--- config.mk ---
export PLATFORM = sky130hd
export DESIGN_NAME = ecc_ctrl_seq
export DESIGN_NICKNAME = d
export VERILOG_FILES = /design/src/rtl/ecc_ctrl_pkg.sv /design/src/rtl/ecc_ucode_rom.sv /design/src/rtl/ecc_ctrl_seq.sv
export SDC_FILE = /design/constraint.sdc
export NUM_CORES = 1
export LEC_CHECK = 0
export ABC_AREA = 1
export CAP_MARGIN = 5
export CORE_UTILIZATION = 53
export CTS_CLUSTER_DIAMETER = 80
export DETAILED_ROUTE_END_ITERATION = 7
export PLACE_DENSITY = 0.82
export SLEW_MARGIN = 25
export SYNTH_ARGS = -nofsm -noshare
export SYNTH_HDL_FRONTEND = slang
export SYNTH_HIERARCHICAL = 1
export SYNTH_SLANG_ARGS = --single-unit
--- constraint.sdc ---
create_clock -name clk -period 2.6 [get_ports clk]
set_clock_uncertainty 0.1 [all_clocks]
set_input_delay 0.52 -clock clk [delete_from_list [all_inputs] [get_ports clk]]
set_output_delay 0.52 -clock clk [all_outputs]
set_load 0.02 [all_outputs]
--- src/rtl/ecc_ctrl_pkg.sv ---
// Shared definitions for the ECC scalar-multiplication sequencer:
// microword layout, op encodings and FSM states.
package ecc_ctrl_pkg;

  localparam int UW_W    = 44;
  localparam int CW_LSB  = 0;
  localparam int CW_W    = 33;
  localparam int OP_LSB  = 33;
  localparam int OP_W    = 3;
  localparam int ARG_LSB = 36;
  localparam int ARG_W   = 8;

  // Codes 5-7 are not listed and execute as OP_NEXT.
  typedef enum logic [OP_W-1:0] {
    OP_NEXT   = 3'd0,
    OP_BR_KEY = 3'd1,
    OP_LOOP   = 3'd2,
    OP_REP    = 3'd3,
    OP_HALT   = 3'd4
  } op_e;

  typedef enum logic [1:0] {
    ST_IDLE = 2'd0,
    ST_RUN  = 2'd1,
    ST_FIN  = 2'd2
  } state_e;

  function automatic logic [UW_W-1:0] uword(input logic [OP_W-1:0] op,
                                            input logic [ARG_W-1:0] arg,
                                            input logic [CW_W-1:0] cw);
    return {arg, op, cw};
  endfunction

endpackage

--- src/rtl/ecc_ucode_rom.sv ---
// Combinational microcode ROM; IMAGE 0 is the Montgomery-ladder program,
// the other images are small diagnostic programs with the same ports.
module ecc_ucode_rom
  import ecc_ctrl_pkg::*;
#(
  parameter int UPC_W = 8,
  parameter int IMAGE = 0
) (
  input  logic [UPC_W-1:0] addr,
  output logic [UW_W-1:0]  data
);

  always_comb begin
    data = uword(OP_NEXT, 8'd0, 33'd0);
    case (IMAGE)
      1: begin
        case (int'(addr))
          0:       data = uword(OP_NEXT, 8'd0, 33'h1);
          1:       data = uword(OP_NEXT, 8'd0, 33'h2);
          2:       data = uword(OP_NEXT, 8'd0, 33'h3);
          3:       data = uword(OP_HALT, 8'd0, 33'h0);
          default: ;
        endcase
      end
      2: begin
        case (int'(addr))
          0:       data = uword(OP_BR_KEY, 8'd10, 33'h10);
          1:       data = uword(OP_NEXT,   8'd0,  33'h11);
          2:       data = uword(OP_HALT,   8'd0,  33'h12);
          10:      data = uword(OP_NEXT,   8'd0,  33'h1A);
          11:      data = uword(OP_HALT,   8'd0,  33'h1B);
          default: ;
        endcase
      end
      3: begin
        case (int'(addr))
          0:       data = uword(OP_NEXT, 8'd0, 33'h20);
          1:       data = uword(OP_LOOP, 8'd0, 33'h21);
          2:       data = uword(OP_HALT, 8'd0, 33'h0);
          default: ;
        endcase
      end
      4: begin
        // Exercises REP, the unlisted op codes and the wrap from the top address.
        case (int'(addr))
          0:       data = uword(OP_REP,  8'd6,  33'h155);
          1:       data = uword(3'd5,    8'd0,  33'h1_0000_0001);
          2:       data = uword(3'd6,    8'd0,  33'h0_AAAA_5555);
          3:       data = uword(3'd7,    8'd0,  33'h3);
          4:       data = uword(OP_NEXT, 8'd0,  33'h4);
          5:       data = uword(OP_NEXT, 8'd0,  33'h5);
          6:       data = uword(OP_LOOP, 8'd15, 33'h6);
          7:       data = uword(OP_HALT, 8'd0,  33'h1_FFFF_FFFF);
          15:      data = uword(OP_NEXT, 8'd0,  33'h1F);
          default: ;
        endcase
      end
      default: begin
        // One ladder step per key bit: test the bit, run the add/double pair
        // on the matching branch, then step down to the next bit.
        case (int'(addr))
          0:       data = uword(OP_NEXT,   8'd0, 33'h0_0000_0013);
          1:       data = uword(OP_BR_KEY, 8'd5, 33'h0_0000_0100);
          2:       data = uword(OP_REP,    8'd3, 33'h0_0004_2001);
          3:       data = uword(OP_LOOP,   8'd1, 33'h0_0000_0200);
          4:       data = uword(OP_HALT,   8'd0, 33'h0);
          5:       data = uword(OP_REP,    8'd3, 33'h0_0008_1002);
          6:       data = uword(OP_LOOP,   8'd1, 33'h0_0000_0400);
          7:       data = uword(OP_NEXT,   8'd0, 33'h1_0000_0800);
          8:       data = uword(OP_HALT,   8'd0, 33'h0);
          default: ;
        endcase
      end
    endcase
  end

endmodule

--- src/rtl/ecc_ctrl_seq.sv ---
// Microcoded sequencer for ECC scalar multiplication: walks the key from the
// top bit down, issuing 33-bit control words to the register bank.
module ecc_ctrl_seq
  import ecc_ctrl_pkg::*;
#(
  parameter int KEY_W     = 233,
  parameter int UPC_W     = 8,
  parameter int ROM_IMAGE = 0
) (
  input  logic             clk,
  input  logic             rst_n,
  input  logic             start,
  input  logic [KEY_W-1:0] key,
  output logic [32:0]      cword,
  output logic             busy,
  output logic             done
);

  localparam int IDX_W = (KEY_W > 1) ? $clog2(KEY_W) : 1;

  state_e            state_q, state_d;
  logic [KEY_W-1:0]  key_r;
  logic [UPC_W-1:0]  upc_q, upc_d;
  logic [IDX_W-1:0]  bit_idx_q, bit_idx_d;
  logic [7:0]        rep_cnt_q, rep_cnt_d;
  logic [UW_W-1:0]   mword;
  logic [CW_W-1:0]   cw;
  logic [OP_W-1:0]   op;
  logic [ARG_W-1:0]  arg;
  logic [UPC_W-1:0]  upc_inc;
  logic [UPC_W-1:0]  upc_arg;
  logic              accept;

  ecc_ucode_rom #(
    .UPC_W (UPC_W),
    .IMAGE (ROM_IMAGE)
  ) u_rom (
    .addr (upc_q),
    .data (mword)
  );

  assign cw      = mword[CW_LSB +: CW_W];
  assign op      = mword[OP_LSB +: OP_W];
  assign arg     = mword[ARG_LSB +: ARG_W];
  assign upc_inc = upc_q + UPC_W'(1);
  assign upc_arg = UPC_W'(arg);
  assign accept  = (state_q == ST_IDLE) && start;

  always_comb begin
    state_d   = state_q;
    upc_d     = upc_q;
    bit_idx_d = bit_idx_q;
    rep_cnt_d = rep_cnt_q;
    case (state_q)
      ST_IDLE: begin
        if (start) begin
          state_d   = ST_RUN;
          upc_d     = '0;
          bit_idx_d = IDX_W'(KEY_W - 1);
          rep_cnt_d = '0;
        end
      end
      ST_RUN: begin
        case (op)
          OP_HALT:   state_d = ST_FIN;
          OP_BR_KEY: upc_d = key_r[bit_idx_q] ? upc_arg : upc_inc;
          OP_LOOP: begin
            if (bit_idx_q != '0) begin
              bit_idx_d = bit_idx_q - IDX_W'(1);
              upc_d     = upc_arg;
            end else begin
              upc_d = upc_inc;
            end
          end
          OP_REP: begin
            // rep_cnt reaching arg marks the last of the arg+1 issues
            if (rep_cnt_q == arg) begin
              rep_cnt_d = '0;
              upc_d     = upc_inc;
            end else begin
              rep_cnt_d = rep_cnt_q + 8'd1;
            end
          end
          default:   upc_d = upc_inc;
        endcase
      end
      ST_FIN:  state_d = ST_IDLE;
      default: state_d = ST_IDLE;
    endcase
  end

  always_ff @(posedge clk or negedge rst_n) begin
    if (!rst_n) begin
      state_q   <= ST_IDLE;
      key_r     <= '0;
      upc_q     <= '0;
      bit_idx_q <= '0;
      rep_cnt_q <= '0;
    end else begin
      state_q   <= state_d;
      upc_q     <= upc_d;
      bit_idx_q <= bit_idx_d;
      rep_cnt_q <= rep_cnt_d;
      if (accept) key_r <= key;
    end
  end

  // Bank write-enables live in cword, so it must stay zero outside RUN and on HALT.
  assign cword = (state_q == ST_RUN && op != OP_HALT) ? cw : '0;
  assign busy  = (state_q == ST_RUN);
  assign done  = (state_q == ST_FIN);

endmodule

; ---- Word level (Yosys, flattened, before mapping)
; Cells that the tools add are included.
; W data, S select, Z words.
[op_classes]
add_sub_neg = 3
n_mul = 0
div_mod_pow = 0
magnitude_cmp = 1
n_eq_ne = 23
n_shift = 0
mux = 20
n_bitwise = 0
n_reduce_logical = 11
[ops]
columns = operator, count
row1 = $pmux W39 S8, 1
row2 = $mux W8, 9
row3 = $pmux W8 S2, 3
row4 = $mux W33, 1
row5 = $eq A8 B3 Y1 const B, 4
row6 = $pmux W8 S4, 1
row7 = $add A8 B1 Y8 const B, 2
row8 = $eq A8 B2 Y1 const B, 2
row9 = $lt A8 B9 Y1 const B, 1
row10 = $bmux W1 S8, 1
row11 = $eq A8 B1 Y1 const B, 1
row12 = $eq A8 B4 Y1 const B, 1
row13 = $eq A8 B8 Y1, 1
row14 = $logic_not A8 Y1, 1
row15 = $ne A2 B1 Y1 const B, 4
row16 = $reduce_and A4 Y1, 2
row17 = $reduce_bool A8 Y1, 1
row18 = $sub A8 B1 Y8 const B, 1
row19 = $eq A3 B2 Y1 const B, 2
row20 = $ne A3 B3 Y1 const B, 2
row21 = $mux W2, 2
row22 = $ne A2 B2 Y1 const B, 2
row23 = $pmux W2 S2, 1
row24 = $eq A3 B1 Y1 const B, 1
row25 = 10 further kinds, 11
[totals]
ff_bits = 259
latch_bits = 0
ramBits = 0
rom_bits = 0
inputBits = 236
output_inout_bits = 35
elab_cells = 63
n_memories = 0

; ---- Longest topological paths before layout
; Gate-level depths: netlist of the first run.
[logic_depth]
depth_word = 7
ltp_mapped = 21
mapped_depth_nobuf = 19

; ---- Cells and area by module
; The synthesis of the first run kept the hierarchy.
[by_module_without_submodules]
columns = module, instances, cells_per_inst, area_per_inst_um2, seq_area_each_um2
row1 = ecc_ctrl_seq, 1, 1842, 13350.3, 6481.2
row2 = ecc_ucode_rom, 1, 80, 470.5, 0.0

; ---- Worst setup path after synthesis of the first run
; No wires, ideal clock.
[synth_timing]
path_kind = flip-flop to output port
from = register upc_q[5]
to = output cword[10]
arrival_time_ps = 1839
t_required_ps = 1980
path_slack_ps = 141
stages_incl_launch_ff = 11
path_buffers = 1
cell_sequence = dfrtp_1 > nor2_1 > nand2_4 > nor2_4 > inv_2 > nand3_1 > inv_1 > nand3_1 > nand2_1 > clkbuf_1 > nor2_1
[synth_via]
elab_chain_cells = 6
word_cells_on_any_way = 14
classes_between = eq/ne (9) / mux (2) / reduce/logical (3)
[synth_lines]
columns = element, line_no
row1 = from (decl), ecc_ctrl_seq.sv:23  ; logic [UPC_W-1:0] upc_q, upc_d;
row2 = from (signal assigned), ecc_ctrl_seq.sv:101  ; upc_q <= upc_d;
row3 = $eq A8 B3 Y1 or $eq A8 B4 Y1 (tied branches), ecc_ucode_rom.sv:61  ; case (int'(addr))
row4 = $reduce_or A2 Y1 (no line), -
row5 = $pmux W39 S8 *, ecc_ucode_rom.sv:61
row6 = via mword[33], ecc_ctrl_seq.sv:26  ; logic [UW_W-1:0] mword;
row7 = $ne A3 B3 Y1 *, ecc_ctrl_seq.sv:109  ; assign cword = (state_q == ST_RUN && op != OP_HALT) ? cw : '0;
row8 = $logic_and A1 B1 Y1 *, ecc_ctrl_seq.sv:109
row9 = $mux W33 *, ecc_ctrl_seq.sv:109
row10 = to (decl), ecc_ctrl_seq.sv:14  ; output logic [32:0] cword,
; Mark *: on every way through the listed nets, which the timed path passes. The rest lies on a longest branch.

; ---- Worst setup path after layout of the first run
[layout_timing]
from = register upc_q[3]
to = output cword[19]
; Same word-level chain as after synthesis.

==> impl_results.md, run 1 <==
- Run status: complete, but fails checks
- Failing checks: negative setup slack
- Routed WL: 42,070 um
- FFs w/ async S/R, synth: 100.0%
- Cell Rows: 58
- Height of the die: 163.5 um
- Initial core utilization: 54.41%
- FMAX: 367.3 MHz
- Setup TNS: -1303 ps
- Gpl congestion: 0.8850
- Max-cap violations: 0
- Synth cell types: 35
- Die Area: 0.02673 mm^2
- #FFs+latches synth: 259
- Worst Path Arrival: 2100 ps
- Setup ws final: -122.6 ps
- Element type at the critical path start: flip-flop
- Initial antenna violation count: 2
- Mean Syn Cell Area: 7.191 um^2
- Leading area contributor after synthesis: dfrtp_1
- Ys flop type: dfrtp_1
- First-pass GRT wire length: 63,620 um
- Largest net degree at the start of global routing: 149
- First-pass detailed-route iteration total: 5
- Reg-to-reg critical path startpoint: upc_q[3]
- RSZ-0062 raised after global routing: true
- Final period util: 104.7%
- Vias per std cell: 5.268
- Clk Latency, worst-skew pair: 550 ps
- Routed Antenna Nets: 0
- DP Wirelength: 26,990 um
- Final setup violation count: 12
- Peak supply drop: 0.5946 mV
- Final hold vios: 0
- Synth top area share: 46.89%
- Internal: 12.25 mW
- Area contributors post-synth: dfrtp_1 47%, nand2_1 20%, o21ai_0 6.3%, inv_1 6.3%, nand3_1 5.0%
- Hold Path Origin: key_r[70]
- Layout area overhead: 34.67%
- Pwr/cell area: 1129 mW/mm^2
- Worst EP required: 1980 ps
- Sequential-to-total area share from yosys stat: 46.89%
- Clock buffer depth: 3
- DR iter-0 viols: 1,171
- Critical path type: flip-flop to output pin
- CP endpoint kind: output pin
- Net Sw Frac: 41.70%
- Mapped cell area: 0.01382 mm^2
- Die width: 163.5 um
- Tot GR Track Use: 30.03%
- Final Max Slew Viols: 0
- WL per Instance: 16.36 um
- Clk network pwr share: 19.5%
- Root buf cell: clkbuf_16
- DRC Markers: 0
- Worst min path class: flip-flop to flip-flop
- Placed Area: 0.01701 mm^2
- Syn. warnings: 6
- Core ar.: 0.02540 mm^2
- Fin area: 0.01861 mm^2
- Combinational share of power: 48.3%
- Clock sinks: 259
- Final global-route overflow total: 0
- Leakage Power: 8.959 nW
- Worst Max-Slew Pin Slew: 564.9 ps
- Clock Pin Slew Worst Setup and Hold Paths: 60 ps
- Clock buffer count from CTS: 29
- Worst Path Max Fanout: 7
- Share of cells above drive strength 1: 12.19%
- Post-synth EDFFs: 0
- Vias in the first global route: 12,990
- Crit path time final: 2723 ps
- Port buffer count: 249
- Synthesized instance count: 1,922
- Switching pwr: 8.764 mW
- H-Tree Depth: 1
- Slew Limit Headroom: 62.34%
- Flop pwr share: 32.3%
- Worst Setup SP: upc_q[3]
- Top Ports: 271
- CTS tree: done
- Final #Nets: 2,460
- Overall via count from detail_route: 13,550
final cells by class:
cell class	count	area, um^2
Clock buffer	41	830.8
Sequential cell	259	6491
Clock inverter	10	111.4
Fill cell	1937	6787
Tap cell	330	412.9
Antenna cell	1	2.502
Inverter	242	920.9
Multi-Input combinational cell	1316	6057
Timing Repair Buffer	372	3786
worst max-delay path, stage by stage, from the launching register on:
cell,delay (ps)
dfrtp_2,450
nor2_4,180
nand2_2,90
nor2_4,140
inv_2,60
nand3_2,90
inv_2,60
nand3_4,120
nand2_8,110
nor2_4,130
buf_6,120
worst paths after layout:
kind                                end  slack [ps]  cells after the start
min in group asynchronous     key_r[54]         400                      2
hold / removal                key_r[70]         370                      2
max in group asynchronous      upc_q[2]        1200                      3
hold reg to reg               key_r[70]         370                      2
setup reg to reg           bit_idx_q[7]          20                     18
setup / recovery              cword[19]        -120                     10
power groups by stage:
stage / sequential, mW / combinational [mW] / clock (mW)
2_1_floorplan: 6.56 / 6.18 / 0
3_3_place_gp: 6.70 / 8.79 / 0
3_5_place_dp: 6.79 / 9.00 / 0
4_1_cts: 6.77 / 9.27 / 4.12
5_1_grt: 6.96 / 11.3 / 4.29
6_report: 6.78 / 10.1 / 4.09
synth_stat cells (all sizes together) (6+ instances only):
cell	instances
nor2	112
o22ai	6
a21oi	37
nand2	740
buf	77
inv	239
o21ai	184
o211ai	24
nand3	141
xor2	9
nand4	14
dfrtp	259
nor3	7
clkbuf	55
layer usage:
metal	wire length [um]	vias up	GRT usage, %
met3	3005	128	4.469
met1	16980	6317	38.84
met5	11	-	0
li1	-	6496	-
met2	20230	602	50.08
met4	1848	2	13.09
logic make-up (layout without fill, tap and decap cells):
logic type               Yosys count  in the layout  synth area share (%)
XOR/XNOR                           9              9                0.5704
AND/OR/NAND/NOR                 1021           1023                 30.24
AO/OA/AOI/OAI                    254            254                 9.786
flip-flops                       259            259                 46.89
buffers and inverters            374            665                 12.12
other                              1             27               0.02713
adder cells (fa/ha/maj)            4              4                0.3621
through the flow:
stage                     instances  hold slack, ps  setup WS [ps]  power (mW)  utilization (%)
final                          2571           374.9         -122.6       21.02            73.28
after detailed placement       2489           360.1         -357.9       15.79            66.97
after floorplan                1947           124.4          140.7       12.74                -
after CTS                      2548           376.0         -89.55       20.16            71.09
after global routing           2571           389.4         -192.6       22.51            73.28
after global placement         2489           356.5         -198.7       15.49            66.97
flip-flops by register name, indices dropped and copies added, names as in the netlist:
register and cells:
upc_q 8, bit_idx_q 8, key_r 233, state_q 2, rep_cnt_q 8
timing repair:
| action | CTS | global route |
|---|---|---|
| pin swaps | 3 | 21 |
| cloned | 1 | 8 |
| hold buffers | 1 | 0 |
| setup endpoints to repair | 21 | 30 |
| resized for setup | 84 | 79 |
| endpoints found under the hold margin | 53 | 0 |
| buffers inserted | 6 | 14 |
cells in the final DEF, fill, tap and decap left out, drive strengths merged, types with 9 or more instances in the layout:
cell and n:
nand2 742, dfrtp 259, inv 240, clkdlybuf4s50 235, o21ai 184, nand3 141, buf 129, nor2 112
clkbuf 47, a21oi 37, conb 26, o211ai 24, nand4 14, xor2 9
(Power assumes the default switching activity.)
==> run 2: changes to the inputs <==
SKIP_LAST_GASP = 1   (was not set)
TNS_END_PERCENT = 30   (was not set)
==> impl_results.md, run 2 (same netlist as run 1, synthesis figures left out) <==
- Run status: complete, but fails checks
- Failing checks: negative setup slack
- Clock buffer count from CTS: 29 (unchanged)
- Worst Path Max Fanout: 7 (unchanged)
- Routed WL: 41,830 um (-0.56%)
- Routed Antenna Nets: 0 (unchanged)
- Top Ports: 271 (unchanged)
- Leakage Power: 8.936 nW (-0.26%)
- Max-cap violations: 0 (unchanged)
- Worst min path class: flip-flop to flip-flop
- Gpl congestion: 0.8850 (unchanged)
- Critical path type: flip-flop to output pin
- Most flops, register: key_r
- DR iter-0 viols: 1,206 (+3.0%)
- RSZ-0062 raised after global routing: true
- FMAX: 368.7 MHz (+0.38%)
- Reg-to-reg critical path startpoint: upc_q[3]
- Layout area overhead: 33.60%
- Worst Setup SP: upc_q[3]
- Critical path endpoint: cword[19]
- Final hold vios: 0 (unchanged)
- Setup ws final: -112.3 ps (+10.30 ps)
- Final setup violation count: 13 (+1)
- Pwr/cell area: 1128 mW/mm^2 (-0.12%)
- Cell Rows: 58 (unchanged)
- Total power: 20.82 mW (-0.92%)
- Initial core utilization: 54.41% (unchanged)
- Die Area: 0.02673 mm^2 (unchanged)
- DRC Markers: 0 (unchanged)
- Placed Area: 0.01701 mm^2 (unchanged)
- Clock buffer depth: 3 (unchanged)
- Final #Nets: 2,458 (-0.081%)
- Slew Limit Headroom: 62.86% (+0.52 points)
- Initial antenna violation count: 2 (unchanged)
- Port buffer count: 249 (unchanged)
- Die width: 163.5 um (unchanged)
- CP endpoint kind: output pin
- Tot GR Track Use: 29.98% (-0.056 points)
- Element type at the critical path start: flip-flop
- Overall via count from detail_route: 13,500 (-0.33%)
- Final Max Slew Viols: 0 (unchanged)
- First-pass GRT wire length: 63,500 um (-0.19%)
- Share of cells above drive strength 1: 11.22% (-0.97 points)
- DP Wirelength: 26,990 um (unchanged)
- Crit path time final: 2712 ps (-10.30 ps)
- Vias per std cell: 5.255 (-0.25%)
- Most frequent cells in the layout: 725 x nand2_1, 253 x dfrtp_1, 236 x clkdlybuf4s50_1, 229 x inv_1, 172 x o21ai_0
- Vias in the first global route: 12,960 (-0.25%)
- Clk Latency, worst-skew pair: 550 ps (about the same)
- Worst Max-Slew Pin Slew: 555.0 ps (-9.917 ps)
- Largest register FFs: 233 (unchanged)
- Height of the die: 163.5 um (unchanged)
- Largest net degree at the start of global routing: 149 (unchanged)
- Worst reg2reg setup slack: 30 ps (about the same)
- Worst Path Arrival: 2090 ps (about the same)
- Core ar.: 0.02540 mm^2 (unchanged)
- H-Tree Depth: 1 (unchanged)
- Fin area: 0.01846 mm^2 (-0.80%)
- Worst EP required: 1980 ps (about the same)
- First-pass detailed-route iteration total: 5 (unchanged)
- Clock sinks: 259 (unchanged)
- Peak supply drop: 0.6311 mV (+6.1%)
- Commonest non-fill, non-tap cell in the layout: nand2_1
- Root buf cell: clkbuf_16
- R2R Path End: bit_idx_q[7]
- CTS tree: done
- WL per Instance: 16.28 um (-0.48%)
- Clock Pin Slew Worst Setup and Hold Paths: 60 ps (about the same)
- Final global-route overflow total: 0 (unchanged)
- Final period util: 104.3% (-0.40 points)
- Depth of the worst register-to-register path: 18 (unchanged)
[run 2: report_power, final]
group	leakage, nW	internal [mW]	total, mW	switching, mW
registers	3.20	5.93	6.78	0.852
clock network	0.456	2.41	4.09	1.68
logic	5.28	3.84	9.96	6.12
total	8.94	12.2	20.8	8.65
[run 2: worst min path at each step]
stage | slack (ps) | depth (start not counted) | start | end
3_3_place_gp | 360 | 2 | key_r[12] | key_r[12]
3_5_place_dp | 360 | 2 | key_r[70] | key_r[70]
2_1_floorplan | 120 | 0 | rst_n | bit_idx_q[0]
6_report | 380 | 2 | key_r[70] | key_r[70]
4_1_cts | 380 | 2 | key_r[70] | key_r[70]
5_1_grt | 390 | 2 | key_r[70] | key_r[70]
[run 2: through the flow]
step	utilization (%)	TNS, ps	cells	hold WS, ps	setup slack, ps
4_1_cts	70.98	-1116	2546	376.0	-92.79
3_3_place_gp	66.97	-2348	2489	356.5	-198.7
6_report	72.69	-1265	2569	375.6	-112.3
2_1_floorplan	-	0	1947	124.4	140.7
5_1_grt	72.69	-3032	2569	389.4	-193.2
3_5_place_dp	66.97	-3804	2489	360.1	-357.9
[run 2: area by class of cell]
type	count	area, um^2
Inverter	242	920.9
Multi-Input combinational cell	1317	5962
Fill cell	1957	6935
Sequential cell	259	6491
Tap cell	330	412.9
Antenna cell	1	2.502
Timing Repair Buffer	369	3732
Clock inverter	10	111.4
Clock buffer	41	830.8
[run 2: critical path, stage by stage (launching register included)]
cell     delay [ps]
dfrtp_2         450
nor2_4          180
nand2_2          90
nor2_4          140
inv_2            60
nand3_2          90
inv_2            60
nand3_4         100
nand2_4          90
nor2_1          110
buf_4           150
[run 2: what timing repair did]
action | CTS | global route
setup buffers | 4 | 14
endpoints found under the setup margin | 21 | 31
pin swaps | 2 | 11
endpoints found under the hold margin | 53 | 0
hold buffers | 1 | 0
gates resized for setup | 77 | 43
gates cloned | 1 | 8
[run 2: per-layer routing]
metal | track usage (%) | up-vias | part of all wire (%)
met2 | 49.88 | 577 | 48
met1 | 38.82 | 6296 | 41
li1 | - | 6493 | -
met5 | 0 | - | 0.022
met3 | 4.444 | 132 | 7.0
met4 | 13.17 | 2 | 4.3
==> run 3: changes to the inputs <==
GPL_ROUTABILITY_DRIVEN = 0   (was not set)
==> impl_results.md, run 3 (same netlist as run 1, synthesis figures left out) <==
- Worst EP required: 1980 ps (about the same)
- Worst Max-Slew Pin Slew: 815.0 ps (+260.0 ps)
- First-pass GRT wire length: 63,310 um (-0.30%)
- Pwr/cell area: 1127 mW/mm^2 (-0.12%)
- Final Max Slew Viols: 0 (unchanged)
- WL per Instance: 15.92 um (-2.2%)
- Layout area overhead: 31.50%
- H-Tree Depth: 1 (unchanged)
- Routed Antenna Nets: 0 (unchanged)
- Clk Latency, worst-skew pair: 550 ps (about the same)
- Clock Pin Slew Worst Setup and Hold Paths: 60 ps (about the same)
- Routed WL: 40,330 um (-3.6%)
- Slew Limit Headroom: 45.67% (-17 points)
- Largest register FFs: 233 (unchanged)
- Most frequent cells in the layout: 729 x nand2_1, 254 x dfrtp_1, 236 x clkdlybuf4s50_1, 225 x inv_1, 173 x o21ai_0
- FMAX: 346.7 MHz (-6.0%)
- Clock sinks: 259 (unchanged)
- Vias per std cell: 5.287 (+0.61%)
- Clock buffer depth: 3 (unchanged)
- Setup ws final: -284.3 ps (-172.0 ps)
- DP Wirelength: 26,360 um (-2.3%)
- Core ar.: 0.02540 mm^2 (unchanged)
- Finished Layout Cells: 2,534 (-1.4%)
- Hold depth: 2 (unchanged)
- Failing checks: negative setup slack
- Crit path time final: 2884 ps (+172.0 ps)
- Max-cap violations: 0 (unchanged)
- Hold Path Origin: key_r[178]
- Commonest non-fill, non-tap cell in the layout: nand2_1
- Vias in the first global route: 12,890 (-0.50%)
- Clock buffer count from CTS: 28 (-3.4%)
- Final setup violation count: 22 (+9)
- Run status: complete, but fails checks
- Initial antenna violation count: 3 (+1)
- Final period util: 110.9% (+6.6 points)
- Initial core utilization: 54.41% (unchanged)
- Peak supply drop: 0.6109 mV (-3.2%)
- Worst min path class: flip-flop to flip-flop
- Height of the die: 163.5 um (unchanged)
- CTS tree: done
- Element type at the critical path start: flip-flop
- Depth of the worst register-to-register path: 16 (-2)
- Worst Setup SP: upc_q[4]
- Leakage Power: 8.730 nW (-2.3%)
- Die Area: 0.02673 mm^2 (unchanged)
- Overall via count from detail_route: 13,400 (-0.76%)
- Final global-route overflow total: 0 (unchanged)
- Top Ports: 271 (unchanged)
- Cell Rows: 58 (unchanged)
- Final #Nets: 2,423 (-1.4%)
- Most flops, register: key_r
- Port buffer count: 249 (unchanged)
- DR iter-0 viols: 1,288 (+6.8%)
- CP endpoint kind: output pin
- RSZ-0062 raised after global routing: true
- DRC Markers: 0 (unchanged)
- Root buf cell: clkbuf_16
- Critical path type: flip-flop to output pin
- Largest net degree at the start of global routing: 229 (+54%)
- Final hold vios: 0 (unchanged)
- Share of cells above drive strength 1: 9.995% (-1.2 points)
- Worst Path Arrival: 2260 ps (+170 ps)
- Reg-to-reg critical path startpoint: upc_q[4]
- Final Core Density: 71.56% (-1.1 points)
- Dpl cells: 2,468 (-0.84%)
- First-pass detailed-route iteration total: 7 (+2)
- Tot GR Track Use: 29.69% (-0.28 points)
- Worst Path Max Fanout: 7 (unchanged)
- Die width: 163.5 um (unchanged)
## run 3: area by class of cell
class,count,area (um^2)
fill,1936,7224
sequential,259,6490
multi-input combinational,1315,6012
timing repair buffer,337,3349
inverter,242,927.1
clock buffer,36,750.7
tap,330,412.9
clock inverter,12,225.2
antenna,3,7.507
## run 3: timing repair
item | CTS | global route
pin swaps | 7 | 16
endpoints found under the setup margin | 23 | 35
setup buffers | 5 | 8
resized for setup | 78 | 59
gates cloned | 1 | 1
hold buffers | 1 | 0
endpoints found under the hold margin | 68 | 0
## run 3: critical path, stage by stage, from the launching register on
cell,delay [ps]
dfrtp_1,430
nor2_4,170
nand2_4,110
nor2_2,170
nor2_1,90
nand2_1,120
inv_2,80
nand3_4,130
nand2_8,100
nor2_1,150
buf_4,170
## run 3: final timing paths
check / end / slack [ps]
max: cword[0] / -280
min: key_r[178] / 380
max reg2reg: upc_q[2] / -120
min reg2reg: key_r[178] / 380
max in group asynchronous: upc_q[1] / 1170
min in group asynchronous: key_r[59] / 450
## run 3: report_power, final
group          leakage, nW  switching, mW  internal [mW]
clock network        0.478           1.61           2.62
registers             3.20          0.847           5.93
logic                 5.05           6.01           3.46
## run 3: stage by stage
| step | hold WS, ps | area (um^2) | setup slack, ps | power (mW) | setup TNS [ps] |
|---|---|---|---|---|---|
| after floorplan | 124.4 | 13910 | 140.7 | 12.74 | 0 |
| after global placement | 356.9 | 16810 | -192.1 | 15.14 | -2265 |
| after detailed placement | 359.9 | 16810 | -310.1 | 15.54 | -3489 |
| after CTS | 375.8 | 17880 | -101.4 | 20.05 | -1412 |
| after global routing | 393.5 | 18170 | -384.4 | 21.99 | -6498 |
| final | 375.8 | 18170 | -284.3 | 20.47 | -3550 |
## run 3: metal layers
metal | wire length, um | global-route usage [%]
met1 | 16740 | 39.46
met5 | 13 | 0
met4 | 1389 | 10.14
met2 | 19370 | 50.06
met3 | 2818 | 3.707
